<file path="config.mk">
export PLATFORM = sky130hd
export DESIGN_NAME = mem_arbiter_flat
export DESIGN_NICKNAME = d
export VERILOG_FILES = /design/src/rtl/mem_arb_pkg.sv /design/src/rtl/mem_arbiter_if.sv /design/src/rtl/mem_arb_timer.sv /design/src/rtl/mem_arbiter.sv /design/src/flat_wrapper.sv
export SDC_FILE = /design/constraint.sdc
export NUM_CORES = 1
export LEC_CHECK = 0
export ABC_AREA = 1
export BUFFER_PORTS_ARGS = -buffer_cell sky130_fd_sc_hd__buf_4
export CAP_MARGIN = 0
export CORE_MARGIN = 5
export CORE_UTILIZATION = 46
export DETAILED_ROUTE_END_ITERATION = 16
export GPL_TIMING_DRIVEN = 1
export HOLD_SLACK_MARGIN = 0.1
export MAX_ROUTING_LAYER = met4
export PLACE_DENSITY = 0.81
export SYNTH_ARGS = -nofsm -noshare
export SYNTH_HDL_FRONTEND = slang
export SYNTH_SLANG_ARGS = --single-unit
</file>
<file path="constraint.sdc">
create_clock -name clk -period 2 [get_ports clk]
set_clock_uncertainty 0.15 [all_clocks]
set_input_delay 0.4 -clock clk [delete_from_list [all_inputs] [get_ports clk]]
set_output_delay 0.4 -clock clk [all_outputs]
set_load 0.01 [all_outputs]
</file>
<file path="src/rtl/mem_arb_pkg.sv">
// Shared encodings for the two-port memory arbiter: FSM states, port owner
// and the default access timeout.
package mem_arb_pkg;
  typedef enum logic [1:0] {
    ST_IDLE    = 2'd0,
    ST_CPU_ACC = 2'd1,
    ST_DMA_ACC = 2'd2,
    ST_RESP    = 2'd3
  } state_e;

  typedef enum logic {
    OWN_CPU = 1'b0,
    OWN_DMA = 1'b1
  } owner_e;

  localparam int DEF_TIMEOUT = 15;
endpackage

</file>
<file path="src/rtl/mem_arbiter_if.sv">
// Bundle of the CPU, DMA and shared-memory handshakes around the arbiter.
// master = arbiter side, slave = requesters plus memory.
interface mem_arbiter_if #(
  parameter int ADDR_W = 32,
  parameter int DATA_W = 32
);
  logic              cpu_req, cpu_we, cpu_ready;
  logic [ADDR_W-1:0] cpu_addr;
  logic [DATA_W-1:0] cpu_wdata;
  logic              dma_req, dma_we, dma_ready;
  logic [ADDR_W-1:0] dma_addr;
  logic [DATA_W-1:0] dma_wdata;
  logic [DATA_W-1:0] rdata;
  logic              err;
  logic              mem_req, mem_we, mem_ack;
  logic [ADDR_W-1:0] mem_addr;
  logic [DATA_W-1:0] mem_wdata, mem_rdata;
  logic [1:0]        state_out;

  modport master (
    input  cpu_req, cpu_we, cpu_addr, cpu_wdata,
    input  dma_req, dma_we, dma_addr, dma_wdata,
    input  mem_rdata, mem_ack,
    output cpu_ready, dma_ready, rdata, err,
    output mem_req, mem_we, mem_addr, mem_wdata, state_out
  );

  modport slave (
    output cpu_req, cpu_we, cpu_addr, cpu_wdata,
    output dma_req, dma_we, dma_addr, dma_wdata,
    output mem_rdata, mem_ack,
    input  cpu_ready, dma_ready, rdata, err,
    input  mem_req, mem_we, mem_addr, mem_wdata, state_out
  );
endinterface

</file>
<file path="src/rtl/mem_arb_timer.sv">
// Wait counter for one memory access; expired flags the last allowed cycle.
module mem_arb_timer
  import mem_arb_pkg::*;
#(
  parameter int TIMEOUT = DEF_TIMEOUT
) (
  input  logic clk,
  input  logic reset,
  input  logic clear,
  input  logic enable,
  output logic expired
);
  localparam int CW = $clog2(TIMEOUT + 1);

  logic [CW-1:0] cnt_q, cnt_d;

  always_comb begin
    cnt_d = cnt_q;
    if (clear)       cnt_d = '0;
    else if (enable) cnt_d = cnt_q + 1'b1;
  end

  always_ff @(posedge clk or negedge reset)
    if (!reset) cnt_q <= '0;
    else        cnt_q <= cnt_d;

  assign expired = (cnt_q == CW'(TIMEOUT - 1));
endmodule

</file>
<file path="src/rtl/mem_arbiter.sv">
// Round-robin arbiter sharing one memory port between a CPU and a DMA
// requester, with per-access timeout and a one-cycle ready pulse.
module mem_arbiter
  import mem_arb_pkg::*;
#(
  parameter int ADDR_W  = 32,
  parameter int DATA_W  = 32,
  parameter int TIMEOUT = DEF_TIMEOUT
) (
  input  logic          clk,
  input  logic          reset,
  mem_arbiter_if.master bus
);
  state_e            state_q, state_d;
  owner_e            owner_q, owner_d, last_q, last_d;
  logic              we_q, we_d, err_q, err_d, mem_req_q, mem_req_d;
  logic [ADDR_W-1:0] addr_q, addr_d;
  logic [DATA_W-1:0] wdata_q, wdata_d, rdata_q, rdata_d;
  logic              grant, gnt_dma, tmr_en, expired;

  mem_arb_timer #(.TIMEOUT(TIMEOUT)) u_timer (
    .clk    (clk),
    .reset  (reset),
    .clear  (grant),
    .enable (tmr_en),
    .expired(expired)
  );

  always_ff @(posedge clk or negedge reset)
    if (!reset) state_q <= ST_IDLE;
    else        state_q <= state_d;

  // Next state plus the datapath captures that move with each transition.
  always_comb begin
    state_d   = state_q;
    owner_d   = owner_q;
    last_d    = last_q;
    we_d      = we_q;
    addr_d    = addr_q;
    wdata_d   = wdata_q;
    rdata_d   = rdata_q;
    err_d     = err_q;
    mem_req_d = mem_req_q;
    grant     = 1'b0;
    gnt_dma   = 1'b0;
    tmr_en    = 1'b0;
    case (state_q)
      ST_IDLE: if (bus.cpu_req || bus.dma_req) begin
        grant     = 1'b1;
        gnt_dma   = bus.dma_req && (!bus.cpu_req || last_q == OWN_CPU);
        owner_d   = gnt_dma ? OWN_DMA : OWN_CPU;
        last_d    = owner_d;
        we_d      = gnt_dma ? bus.dma_we    : bus.cpu_we;
        addr_d    = gnt_dma ? bus.dma_addr  : bus.cpu_addr;
        wdata_d   = gnt_dma ? bus.dma_wdata : bus.cpu_wdata;
        mem_req_d = 1'b1;
        state_d   = gnt_dma ? ST_DMA_ACC : ST_CPU_ACC;
      end
      ST_CPU_ACC, ST_DMA_ACC: begin
        tmr_en = !bus.mem_ack;
        if (bus.mem_ack) begin
          rdata_d   = bus.mem_rdata;
          err_d     = 1'b0;
          mem_req_d = 1'b0;
          state_d   = ST_RESP;
        end else if (expired) begin
          rdata_d   = '0;
          err_d     = 1'b1;
          mem_req_d = 1'b0;
          state_d   = ST_RESP;
        end
      end
      default: state_d = ST_IDLE;
    endcase
  end

  always_ff @(posedge clk or negedge reset)
    if (!reset) begin
      owner_q   <= OWN_CPU;
      last_q    <= OWN_DMA;
      we_q      <= 1'b0;
      addr_q    <= '0;
      wdata_q   <= '0;
      rdata_q   <= '0;
      err_q     <= 1'b0;
      mem_req_q <= 1'b0;
    end else begin
      owner_q   <= owner_d;
      last_q    <= last_d;
      we_q      <= we_d;
      addr_q    <= addr_d;
      wdata_q   <= wdata_d;
      rdata_q   <= rdata_d;
      err_q     <= err_d;
      mem_req_q <= mem_req_d;
    end

  always_comb begin
    bus.cpu_ready = (state_q == ST_RESP) && (owner_q == OWN_CPU);
    bus.dma_ready = (state_q == ST_RESP) && (owner_q == OWN_DMA);
    bus.rdata     = rdata_q;
    bus.err       = err_q;
    bus.mem_req   = mem_req_q;
    bus.mem_we    = we_q;
    bus.mem_addr  = addr_q;
    bus.mem_wdata = wdata_q;
    bus.state_out = state_q;
  end
endmodule

</file>
<file path="src/flat_wrapper.sv">
// flat-port wrapper written by rule: the top's interface ports become plain ports
module mem_arbiter_flat import mem_arb_pkg::*;
#(
  parameter int ADDR_W  = 32,
  parameter int DATA_W  = 32,
  parameter int TIMEOUT = DEF_TIMEOUT
)
  (clk, reset, bus_cpu_req, bus_cpu_we, bus_cpu_addr, bus_cpu_wdata, bus_dma_req, bus_dma_we, bus_dma_addr, bus_dma_wdata, bus_mem_rdata, bus_mem_ack, bus_cpu_ready, bus_dma_ready, bus_rdata, bus_err, bus_mem_req, bus_mem_we, bus_mem_addr, bus_mem_wdata, bus_state_out);
  mem_arbiter_if #(.ADDR_W(ADDR_W), .DATA_W(DATA_W)) bus_i ();
  input  logic clk;
  input  logic reset;
  input wire logic [$bits(bus_i.cpu_req)-1:0] bus_cpu_req;
  input wire logic [$bits(bus_i.cpu_we)-1:0] bus_cpu_we;
  input wire logic [$bits(bus_i.cpu_addr)-1:0] bus_cpu_addr;
  input wire logic [$bits(bus_i.cpu_wdata)-1:0] bus_cpu_wdata;
  input wire logic [$bits(bus_i.dma_req)-1:0] bus_dma_req;
  input wire logic [$bits(bus_i.dma_we)-1:0] bus_dma_we;
  input wire logic [$bits(bus_i.dma_addr)-1:0] bus_dma_addr;
  input wire logic [$bits(bus_i.dma_wdata)-1:0] bus_dma_wdata;
  input wire logic [$bits(bus_i.mem_rdata)-1:0] bus_mem_rdata;
  input wire logic [$bits(bus_i.mem_ack)-1:0] bus_mem_ack;
  output wire logic [$bits(bus_i.cpu_ready)-1:0] bus_cpu_ready;
  output wire logic [$bits(bus_i.dma_ready)-1:0] bus_dma_ready;
  output wire logic [$bits(bus_i.rdata)-1:0] bus_rdata;
  output wire logic [$bits(bus_i.err)-1:0] bus_err;
  output wire logic [$bits(bus_i.mem_req)-1:0] bus_mem_req;
  output wire logic [$bits(bus_i.mem_we)-1:0] bus_mem_we;
  output wire logic [$bits(bus_i.mem_addr)-1:0] bus_mem_addr;
  output wire logic [$bits(bus_i.mem_wdata)-1:0] bus_mem_wdata;
  output wire logic [$bits(bus_i.state_out)-1:0] bus_state_out;
  assign bus_i.cpu_req = bus_cpu_req;
  assign bus_i.cpu_we = bus_cpu_we;
  assign bus_i.cpu_addr = bus_cpu_addr;
  assign bus_i.cpu_wdata = bus_cpu_wdata;
  assign bus_i.dma_req = bus_dma_req;
  assign bus_i.dma_we = bus_dma_we;
  assign bus_i.dma_addr = bus_dma_addr;
  assign bus_i.dma_wdata = bus_dma_wdata;
  assign bus_i.mem_rdata = bus_mem_rdata;
  assign bus_i.mem_ack = bus_mem_ack;
  assign bus_cpu_ready = bus_i.cpu_ready;
  assign bus_dma_ready = bus_i.dma_ready;
  assign bus_rdata = bus_i.rdata;
  assign bus_err = bus_i.err;
  assign bus_mem_req = bus_i.mem_req;
  assign bus_mem_we = bus_i.mem_we;
  assign bus_mem_addr = bus_i.mem_addr;
  assign bus_mem_wdata = bus_i.mem_wdata;
  assign bus_state_out = bus_i.state_out;
  mem_arbiter #(.ADDR_W(ADDR_W), .DATA_W(DATA_W), .TIMEOUT(TIMEOUT)) u_core (.clk(clk), .reset(reset), .bus(bus_i));
endmodule
</file>
==> Word-level counts from Yosys, hierarchy flattened <==
Index checks and enable logic that the tools add are counted.
{ "classes": {"mux": 22, "add_sub_neg": 1, "bitwise": 2, "eq_ne": 6, "reduce_logical": 16} }
{ "op_table": {"columns": ["cell", "n"], "rows": [
  ["32-bit two-way mux", 4],
  ["1-bit two-way mux", 10],
  ["2-bit two-way mux", 4],
  ["4-bit two-way mux", 2],
  ["2-bit AND reduction", 3],
  ["2-bit nonzero test", 3],
  ["4-bit by 1-bit adder with 4-bit output (second input constant)", 1],
  ["2-bit equality test (second input constant)", 2],
  ["4-bit equality test (second input constant)", 1],
  ["2-bit case mux with 2 select lines", 1],
  ["1-bit logical AND", 3],
  ["3-bit by 2-bit != test with 1-bit output (second input constant)", 1],
  ["3-bit AND reduction", 1],
  ["2-bit by 1-bit equality test with 1-bit output (second input constant)", 1],
  ["1-bit zero test", 2],
  ["2-bit zero test", 1],
  ["1-bit logical OR", 2],
  ["2-bit by 1-bit != test with 1-bit output (second input constant)", 1],
  ["1-bit NOT", 2],
  ["1-bit case mux with 2 select lines", 1],
  ["2-bit OR reduction", 1]
]} }
{ "totals": {"out_inout_bits": 103, "inputBits": 167, "regBits": 107, "elab_cells": 57} }

==> Logic depth before layout (Yosys ltp) <==
Gate-level depths: netlist of run 1.
{ "logic_depth": {"word_depth": 6, "depth_mapped": 8, "ltp_nobuf": 8} }

==> By module <==
From an unflattened synthesis of run 1, not the netlist that was laid out.
{ "unflattened": {"cells_unflattened": 708, "hier_area_um2": 5262.5} }
{ "by_module_without_submodules": {"columns": ["module", "n_inst", "area_each_um2", "seq_area_each_um2", "cells_per_inst"], "rows": [
  ["mem_arbiter", 1, 5052.3, 2578.7, 683],
  ["mem_arb_timer", 1, 210.2, 100.1, 25]
]} }

==> Least setup slack after synthesis of run 1 <==
Ideal clock, no wire load.
{ "synth_timing": {"path_type": "flip-flop to flip-flop", "from": "register u_core.state_q[0], in the netlist u_core.bus.state_out[0]", "to": "register u_core.rdata_q[22], in the netlist u_core.bus.rdata[22]", "setup_time_ps": 66, "n_path_buf": 1, "path_stages_with_launch": 8, "synth_period_minus_slack_ps": 1612, "t_required_ps": 1784, "slack_ps": 388, "arrival_ps": 1396, "path_cell_list": "dfrtp_1 -> inv_1 -> ha_1 -> nand2_1 -> inv_2 -> clkbuf_1 -> nand2_1 -> nand2_1"} }
{ "synth_via": {"elab_chain_cells": 3, "elab_cells_between_ends": 4, "classes_between": "eq/ne (2); reduce/logical (2)"} }
{ "synth_rtl": {"columns": ["element", "line", "text"], "rows": [
  ["start, declared", "mem_arbiter.sv:14", "state_e state_q, state_d;"],
  ["start signal, assigned", "mem_arbiter.sv:31", "else state_q <= state_d;"],
  ["2-bit by 1-bit equality test with 1-bit output or 2-bit equality test (tied branches)", "mem_arbiter.sv:47", "case (state_q)"],
  ["2-bit OR reduction (*)", "mem_arbiter.sv:47", null],
  ["2-bit AND reduction (no source line) (*)", null, null],
  ["end signal, assigned", "mem_arbiter.sv:93", "rdata_q <= rdata_d;"],
  ["end, declared", "mem_arbiter.sv:18", "logic [DATA_W-1:0] wdata_q, wdata_d, rdata_q, rdata_d;"]
]} }
Mark *: on every way between the ends. The rest lies on a longest branch, timed or not.
A chain may end at the register's enable or synchronous reset.

==> Worst setup path after layout of run 1 <==
{ "layout_timing": {"from": "register u_core.state_q[0], in the netlist u_core.bus.state_out[0]", "to": "output bus_cpu_ready"} }
{ "layout_via": {"elab_chain_cells": 2} }
{ "layout_rtl": {"columns": ["element", "line", "text"], "rows": [
  ["2-bit equality test", "mem_arbiter.sv:99", "bus.cpu_ready = (state_q == ST_RESP) && (owner_q == OWN_CPU);"],
  ["1-bit logical AND", "mem_arbiter.sv:99", null],
  ["end, declared", "flat_wrapper.sv:22", "output wire logic [$bits(bus_i.cpu_ready)-1:0] bus_cpu_ready;"]
]} }
Every way passes these cells.

==> flow_summary.toml, run 1 <==
[outcome]
status = "completed"

[drt]
drcViolationCount = 0
drtIter0Drc = 298
drtAntennaViolNets = 0
drt-wirelength-per-cell_um = 14.6
firstDrtPassIters = 5
wirelength_mm = 16.1
vias = 5401
viasPerCell = 4.89

[placement]
place.gp.congestion = 0.842
placed_area_um2 = 7340
post-dp-hpwl_mm = 11.5
numPortBuffers = 269

[yosys]
synth.cell_area_um2 = 5160
synth-seq-cells = 107
yosysUniqueCellTypes = 18
syn-num-nets = 874
avgSynthCellArea_um2 = 7.34
synthCells = 703
synth_seq_area_share_pct = 51.9
yosys_warnings = 0

[global_route]
antenna_found_initial = 0
grt_max_degree = 66
grt_pass1_vias = 5165
grt_pass1_wl_mm = 25.0
grtUsageTotal_pct = 23.9
overflow = 0

[final_layout]
nets = 1130
area_growth_pct = 50.2
final_cell_area_um2 = 7760
fin_util_pct = 70.9
diodes = 0
drive_above_1_share_pct = 31.7
nFillCells = 909

[worst_hold_path]
hold_class = "in2reg"

[clock_network]
root_buffer = "clkbuf_16"
htreeDepth = 3
cts_tree = "done"
clk_path_buf_depth = 2
cts.repair.resized = 0
clk_pin_slew_worst_paths_ns = 0.08
clk_latency_ns = 0.33
cts_made_buffers = 9
cts_sinks = 107

[floorplanning]
dieArea_um2 = 13400
fp.dieW_um = 116
pin_count = 270
die_h_um = 116
std_cell_rows = 38
start_util_pct = 47.2
core_um2 = 10900

[sta]
slew_headroom_pct = 67.5
hold_violations = 0
tightest_slew_ns = 0.487
tns_ns = 0
rsz0062_at_grt = "no"
fin_crit_ns = 1.83
period_share_pct = 91.4
fmax_mhz = 547
whs_ns = 0.114
setup_viol = 0
slew_violations = 0

[power_and_ir_drop]
power_uw = 11000
leakage_uw = 0.00453
sw_frac_of_total_pct = 39.3
p_seq_share_pct = 34.2
combPwrFrac_pct = 48.1
pwr-share-clk_pct = 17.7
p_int_uw = 6690
power.density_nw_per_um2 = 1420
switchingPower_uw = 4330
peakVddDrop_uv = 739

[setup_path]
worstPathArrival_ns = 1.28
required_ns = 1.45
path_class = "reg2out"
cp_max_fo = 4
end_kind = "output pin"
crit_path_start_kind = "flip-flop"

[flow_run]
drv_cap = 0
==> area by class of cell <==
class,instances,area [µm²],share of cell area [%]
well taps,140,175,2.26
repair buffers,290,2300,29.6
flip-flops and latches,107,2680,34.5
multi-input cells,540,2230,28.8
clock buffers,9,225,2.90
clock inverters,7,108,1.39
inverters,11,41.3,0.532
==> cells in the mapped netlist <==
master    instances  area, µm²
dfrtp_1         106       2650
o211a_1           1       10.0
buf_1             1       3.75
buf_6             1       11.3
buf_2            14       70.1
nand4_1           2       12.5
nor2_2            1       6.26
a21oi_1           3       15.0
inv_1             8       30.0
clkbuf_1         23       86.3
o21ai_4           1       16.3
buf_4             6       45.0
nor2_1            3       11.3
nand3_1         107        536
dfstp_2           1       26.3
ha_1              4       50.1
nand2_1         418       1570
inv_2             3       11.3
==> through the flow <==
stage / std cells / setup slack (ns)
2_1_floorplan: 703 / 0.388
3_3_place_gp: 1080 / 0.356
3_5_place_dp: 1080 / 0.311
4_1_cts: 1103 / 0.165
5_1_grt: 1104 / 0.0523
6_report: 1104 / 0.172
==> final timing paths <==
path,from,endpoint,slack [ns],depth (start not counted)
worst max-delay path,u_core.bus.state_out[0],bus_cpu_ready,0.17,4
worst min-delay path,bus_mem_rdata[18],u_core.bus.rdata[18],0.11,3
worst max register to register,u_core.bus.state_out[0],u_core.bus.state_out[0],0.27,8
worst min register to register,u_core.last_q,u_core.last_q,0.33,2
max in group asynchronous,reset,u_core.bus.mem_wdata[2],0.77,3
min in group asynchronous,reset,u_core.bus.mem_wdata[9],0.36,2
==> layout by cell type, fill, tap and decap left out <==
cell type and n:
inv_1 8, nand3_1 107, dlygate4sd3_1 8, inv_6 1, a21oi_1 3, nand2_2 2, clkinvlp_4 1, inv_8 2
clkinv_4 1, o21ai_4 1, nor2_2 1, nor2_1 3, dfstp_2 1, nand4_1 2, ha_1 4, buf_12 8
nand2_1 416, inv_2 3, bufinv_16 2, o211a_1 1, buf_4 274, dfrtp_1 106, clkbuf_16 9
==> sequential cells by signal, summed over array words and instances, names as in the netlist <==
signal,flops
u_core.bus.err,1
u_core.bus.mem_addr,32
u_core.bus.mem_req,1
u_core.bus.mem_wdata,32
u_core.bus.mem_we,1
u_core.bus.rdata,32
u_core.bus.state_out,2
u_core.last_q,1
u_core.owner_q,1
u_core.u_timer.cnt_q,4
==> cells by family (layout without fill, tap and decap cells) <==
| family | Yosys count | count (layout) | share of synthesized area (%) |
|---|---|---|---|
| compound gates | 5 | 5 | 0.800 |
| flops | 107 | 107 | 51.9 |
| buf+inv | 56 | 317 | 4.99 |
| fa+ha+maj | 4 | 4 | 0.970 |
| simple gates | 531 | 531 | 41.3 |
==> worst max-delay path, cell delays in order (launching register included) <==
cell and delay (ns):
dfrtp_1 0.41, ha_1 0.22, inv_1 0.07, nor2_1 0.11, buf_4 0.14
==> power by group through the flow <==
| stage | logic, µW | registers, µW | clock network (µW) |
|---|---|---|---|
| 6_report | 5300 | 3770 | 1950 |
| 5_1_grt | 5900 | 3890 | 2100 |
| 4_1_cts | 5370 | 3760 | 2000 |
| 3_5_place_dp | 5350 | 3780 | 0 |
| 3_3_place_gp | 5240 | 3760 | 0 |
| 2_1_floorplan | 2300 | 4200 | 0 |
==> what timing repair did <==
action / 4_1_cts / 5_1_grt
hold buffers: 7 / 1
endpoints found under the hold margin: 24 / 1
setup buffers: 0 / 0
setup endpoints to repair: 0 / 0
==> per-layer routing <==
| layer | part of all wire (%) | global-route usage, % |
|---|---|---|
| met2 | 49 | 38.7 |
| met4 | 2.7 | 8.66 |
| met1 | 40 | 30.4 |
| met5 | 0 | - |
| met3 | 8.1 | 4.02 |
No activity file was read; power rests on OpenSTA's default activity.
==> run 2, diff against run 1 <==
--- a/config.mk
+++ b/config.mk
@@ -13,7 +13,6 @@
 export DETAILED_ROUTE_END_ITERATION = 16
 export GPL_TIMING_DRIVEN = 1
 export HOLD_SLACK_MARGIN = 0.1
-export MAX_ROUTING_LAYER = met4
 export PLACE_DENSITY = 0.81
 export SYNTH_ARGS = -nofsm -noshare
 export SYNTH_HDL_FRONTEND = slang
==> run 2 against run 1 <==
  * First-iteration DRC count rose by 6.7%
  * Die area did not move
  * Hold slack barely moved
  * Non-clock buffer count did not move
  * Clock power barely moved
  * Setup slack improved by 0.012 ns
  * Combinational power barely moved
  * Routed wire length rose by 0.12%
  * Largest cell class unchanged
  * Core utilization did not move
  * Register-to-register slack barely moved
  * Global-route usage fell by 0.65 points
==> flow_summary.toml, run 2 (synthesized netlist as in run 1, its figures left out) <==
[sta]
fmax_mhz = 550
whs_ns = 0.114
period_share_pct = 90.8
worst_slack_ns = 0.183
tns_ns = 0
setup_viol = 0
fin_crit_ns = 1.82
slew_headroom_pct = 68.5
tightest_slew_ns = 0.473
rsz0062_at_grt = "no"
slew_violations = 0
hold_violations = 0

[setup_path]
cp_max_fo = 4
required_ns = 1.45
path_class = "reg2out"
crit_path_start_kind = "flip-flop"
critPathMaxStageDelay_ns = 0.42
cp_cell_sequence = "ha_1 -> inv_1 -> nor2_1 -> buf_4"
critPathTopFamily = "flip-flops"
end_kind = "output pin"
worstPathArrival_ns = 1.27
cp_slowest_cell = "dfrtp_1"
crit_buf_inv = 2

[floorplanning]
dieArea_um2 = 13400
fp.dieW_um = 116
core_um2 = 10900
start_util_pct = 47.2
pin_count = 270
die_h_um = 116
std_cell_rows = 38

[final_layout]
layout_commonest_cell = "nand2_1"
diodes = 0
drive_above_1_share_pct = 31.7
nets = 1130
layout_common_cells = "nand2_1, buf_4, nand3_1"
multi_input_area_um2 = 2230
regArea_um2 = 2680
nFillCells = 909
instances_no_fill = 1104
area_growth_pct = 50.2

[global_route]
grt_max_degree = 66
grtUsageTotal_pct = 23.3
overflow = 0
grt_pass1_vias = 5159
grt_pass1_wl_mm = 25.0
antenna_found_initial = 0

[clock_network]
clk_path_buf_depth = 2
postCtsSetupRepairBufs = 0
clk_pin_slew_worst_paths_ns = 0.08
cts_tree = "done"
cts_sinks = 107
htreeDepth = 3
clk_latency_ns = 0.33
root_buffer = "clkbuf_16"
cts_hold_buf = 7
cts.repair.resized = 0
cts_made_buffers = 9

[power_and_ir_drop]
p_int_uw = 6690
leakage_uw = 0.00453
sw_frac_of_total_pct = 39.3
switchingPower_uw = 4330
pwr-share-clk_pct = 17.7
combPwrFrac_pct = 48.1
power_uw = 11000
p_seq_share_pct = 34.2
power.density_nw_per_um2 = 1420
peakVddDrop_uv = 743

[drt]
viasPerCell = 4.90
drt-wirelength-per-cell_um = 14.6
firstDrtPassIters = 5
drtAntennaViolNets = 0
vias = 5409
wirelength_mm = 16.1
drcViolationCount = 0
drtIter0Drc = 318

[placement]
place_inst = 1080
place.gp.congestion = 0.829
numPortBuffers = 269
dpl_worst_slack_ns = 0.311
post-dp-hpwl_mm = 11.5

[flow_run]
drv_cap = 0

[worst_hold_path]
hold_class = "in2reg"

[outcome]
status = "completed"
run 2: per-layer routing:
layer | wire [µm] | vias to the layer above | GRT usage [%] | part of all wire (%)
met3 | 1440 | 28 | 5.33 | 9.0
met2 | 7840 | 221 | 38.6 | 49
met5 | 0 | - | 0 | 0
met1 | 6370 | 2464 | 29.9 | 40
met4 | 463 | 0 | 8.66 | 2.9
li1 | - | 2696 | - | -
run 2: area by class of cell:
type | count | share of cell area (%)
Clock buffer | 9 | 2.90
Clock inverter | 7 | 1.39
Tap cell | 140 | 2.26
Inverter | 11 | 0.532
Timing Repair Buffer | 290 | 29.6
Multi-Input combinational cell | 540 | 28.8
Sequential cell | 107 | 34.5
run 2: worst reg2reg max path: stages, from the launching register on:
cell     delay, ns
dfrtp_1       0.41
inv_1         0.06
ha_1          0.32
inv_2         0.06
nor2_2        0.25
nand2_1       0.18
nand2_1       0.11
nand2_1       0.05
nand2_1       0.06
run 2: per-stage QoR:
stage | cell area, µm² | utilization [%]
after global routing | 7760 | 70.9
after global placement | 7340 | 67.2
final | 7760 | 70.9
after CTS | 7750 | 70.8
after detailed placement | 7340 | 67.2
after floorplan | 5160 | -
run 2: worst paths after layout:
| kind | startpoint | endpoint | slack [ns] | depth (start not counted) |
|---|---|---|---|---|
| worst min register to register | u_core.last_q | u_core.last_q | 0.33 | 2 |
| worst max-delay path | u_core.bus.state_out[0] | bus_cpu_ready | 0.18 | 4 |
| max in group asynchronous | reset | u_core.bus.mem_wdata[2] | 0.77 | 3 |
| worst max register to register | u_core.bus.state_out[0] | u_core.bus.state_out[0] | 0.27 | 8 |
| min in group asynchronous | reset | u_core.bus.mem_addr[29] | 0.36 | 2 |
| worst min-delay path | bus_mem_rdata[18] | u_core.bus.rdata[18] | 0.11 | 3 |
run 2: power by group through the flow:
| stage | Combinational (µW) | Clock (µW) | Sequential (µW) |
|---|---|---|---|
| 4_1_cts | 5370 | 2000 | 3760 |
| 3_3_place_gp | 5240 | 0 | 3760 |
| 2_1_floorplan | 2300 | 0 | 4200 |
| 3_5_place_dp | 5350 | 0 | 3780 |
| 5_1_grt | 5900 | 2100 | 3890 |
| 6_report | 5300 | 1950 | 3770 |
==> run 3, diff against run 2 <==
--- a/config.mk
+++ b/config.mk
@@ -9,11 +9,10 @@
 export BUFFER_PORTS_ARGS = -buffer_cell sky130_fd_sc_hd__buf_4
 export CAP_MARGIN = 0
 export CORE_MARGIN = 5
-export CORE_UTILIZATION = 46
+export CORE_UTILIZATION = 23
 export DETAILED_ROUTE_END_ITERATION = 16
 export GPL_TIMING_DRIVEN = 1
 export HOLD_SLACK_MARGIN = 0.1
-export PLACE_DENSITY = 0.81
 export SYNTH_ARGS = -nofsm -noshare
 export SYNTH_HDL_FRONTEND = slang
 export SYNTH_SLANG_ARGS = --single-unit
==> run 3 against run 2 <==
  * Final area grew 4.3%
  * Fmax shrank 1.6%
  * Non-clock buffer count grew 25
  * Largest power group unchanged
==> flow_summary.toml, run 3 (synthesized netlist as in run 1, its figures left out) <==
[drt]
drt-wirelength-per-cell_um = 14.1
vias = 5447
drtAntennaViolNets = 0
drcViolationCount = 0
drtIter0Drc = 250
viasPerCell = 4.29
firstDrtPassIters = 7
wirelength_mm = 17.9

[floorplanning]
pin_count = 270
start_util_pct = 23.5
fp.dieW_um = 160
dieArea_um2 = 25500
core_um2 = 22000
std_cell_rows = 54
die_h_um = 160

[setup_path]
end_kind = "output pin"
worstReg2RegStart = "u_core.bus.state_out[0]"
worstPathArrival_ns = 1.30
path_class = "reg2out"
cp_slowest_cell = "dfrtp_1"
required_ns = 1.45
crit_path_start_kind = "flip-flop"
reg2reg_to = "u_core.bus.rdata[29]"
r2r_slack_ns = 0.24
r2r.worst_path.cells = 6
cp_max_fo = 4
critPathMaxStageDelay_ns = 0.40
cp_cell_sequence = "ha_1 -> inv_1 -> nor2_1 -> buf_4"

[global_route]
met3_usage_pct = 5.34
grt_max_degree = 108
overflow = 0
grt_pass1_wl_mm = 28.6
antenna_found_initial = 0
busiest_layer = "met2"
grtUsageTotal_pct = 13.7
grt_pass1_vias = 5379
grt_use_met2_pct = 23.4
met1_usage_pct = 16.3

[final_layout]
diodes = 0
layout_common_cells = "nand2_1, buf_4, nand3_1"
area_growth_pct = 56.7
nFillCells = 2290
fin_util_pct = 36.8
drive_above_1_share_pct = 31.0
nets = 1155
layout_commonest_cell = "nand2_1"

[sta]
slew_headroom_pct = 56.3
whs_ns = 0.115
rsz0062_at_grt = "no"
period_share_pct = 92.3
tightest_slew_ns = 0.655
fin_crit_ns = 1.85
hold_violations = 0
fmax_mhz = 542
tns_ns = 0
worst_slack_ns = 0.154
setup_viol = 0
slew_violations = 0

[clock_network]
cts_tree = "done"
cts_sinks = 107
clk_latency_ns = 0.35
root_buffer = "clkbuf_16"
htreeDepth = 3
clk_path_buf_depth = 2
cts.repair.resized = 0
clk_pin_slew_worst_paths_ns = 0.08
cts_made_buffers = 9

[placement]
numPortBuffers = 269
dpl_worst_slack_ns = 0.228
place.gp.congestion = 0.775
post-dp-hpwl_mm = 13.0

[outcome]
status = "completed"

[power_and_ir_drop]
power.density_nw_per_um2 = 1350
leakage_uw = 0.00460
power_uw = 10900
peakVddDrop_uv = 644

[worst_hold_path]
hp-start = "bus_mem_rdata[27]"
worstHoldPathCells = 3
hold_class = "in2reg"
worstHoldEndpoint = "u_core.bus.rdata[27]"

[flow_run]
drv_cap = 0
-- run 3: cell types whose count changed in the layout (fill, tap and decap cells not counted) --
cell / previous run / this run
clkinvlp_4: 1 / 0
dlygate4sd3_1: 8 / 32
clkinv_4: 1 / 2
clkinv_8: 0 / 1
buf_4: 274 / 279
clkinv_2: 0 / 1
buf_12: 8 / 4
bufinv_16: 2 / 0
-- run 3: what timing repair did --
| item | CTS | global route |
|---|---|---|
| hold endpoints to repair | 137 | 0 |
| setup buffers | 0 | 0 |
| hold buffers | 32 | 0 |
-- run 3: routing by layer --
metal	wire (µm)	vias up
met5	0	-
met4	235	0
met3	1660	15
met2	8560	203
met1	7470	2474
li1	-	2755
-- run 3: cell type report --
class,instances,area (µm²),area share (%)
sequential,107,2680,33.1
clock buffer,9,225,2.78
inverter,11,41.3,0.510
clock inverter,7,70.1,0.866
multi-input combinational,540,2230,27.6
timing repair buffer,315,2490,30.8
tap,280,350,4.33
-- run 3: how the worst max path moves through the flow --
| stage | from | end | depth (start not counted) |
|---|---|---|---|
| finish | u_core.bus.state_out[0] | bus_cpu_ready | 4 |
| global route | u_core.bus.state_out[0] | bus_cpu_ready | 4 |
| CTS | u_core.bus.state_out[0] | bus_cpu_ready | 4 |
| detailed placement | u_core.bus.state_out[0] | u_core.bus.rdata[27] | 6 |
| global placement | u_core.bus.state_out[0] | u_core.bus.rdata[13] | 6 |
| floorplan | u_core.bus.state_out[0] | u_core.bus.rdata[22] | 7 |
-- run 3: power breakdown --
group          internal [µW]  leakage (µW)  total [µW]  switching (µW)
sequential              3190       0.00134        3800             613
combinational           2390       0.00312        5330            2940
clock                    882      0.000147        1780             895
-- run 3: worst max-delay path, delay by kind of cell (launching register included) --
| kind | cells | cell delay [ns] |
|---|---|---|
| adders and majority gates | 1 | 0.22 |
| and+or+nand+nor | 1 | 0.11 |
| DFF | 1 | 0.40 |
| buffers and inverters | 2 | 0.22 |
-- run 3: per-stage QoR --
stage               area, µm²  instances
global placement         7480       1221
detailed placement       7480       1221
floorplan                5160        703
CTS                      8090       1269
finish                   8090       1269
global route             8090       1269
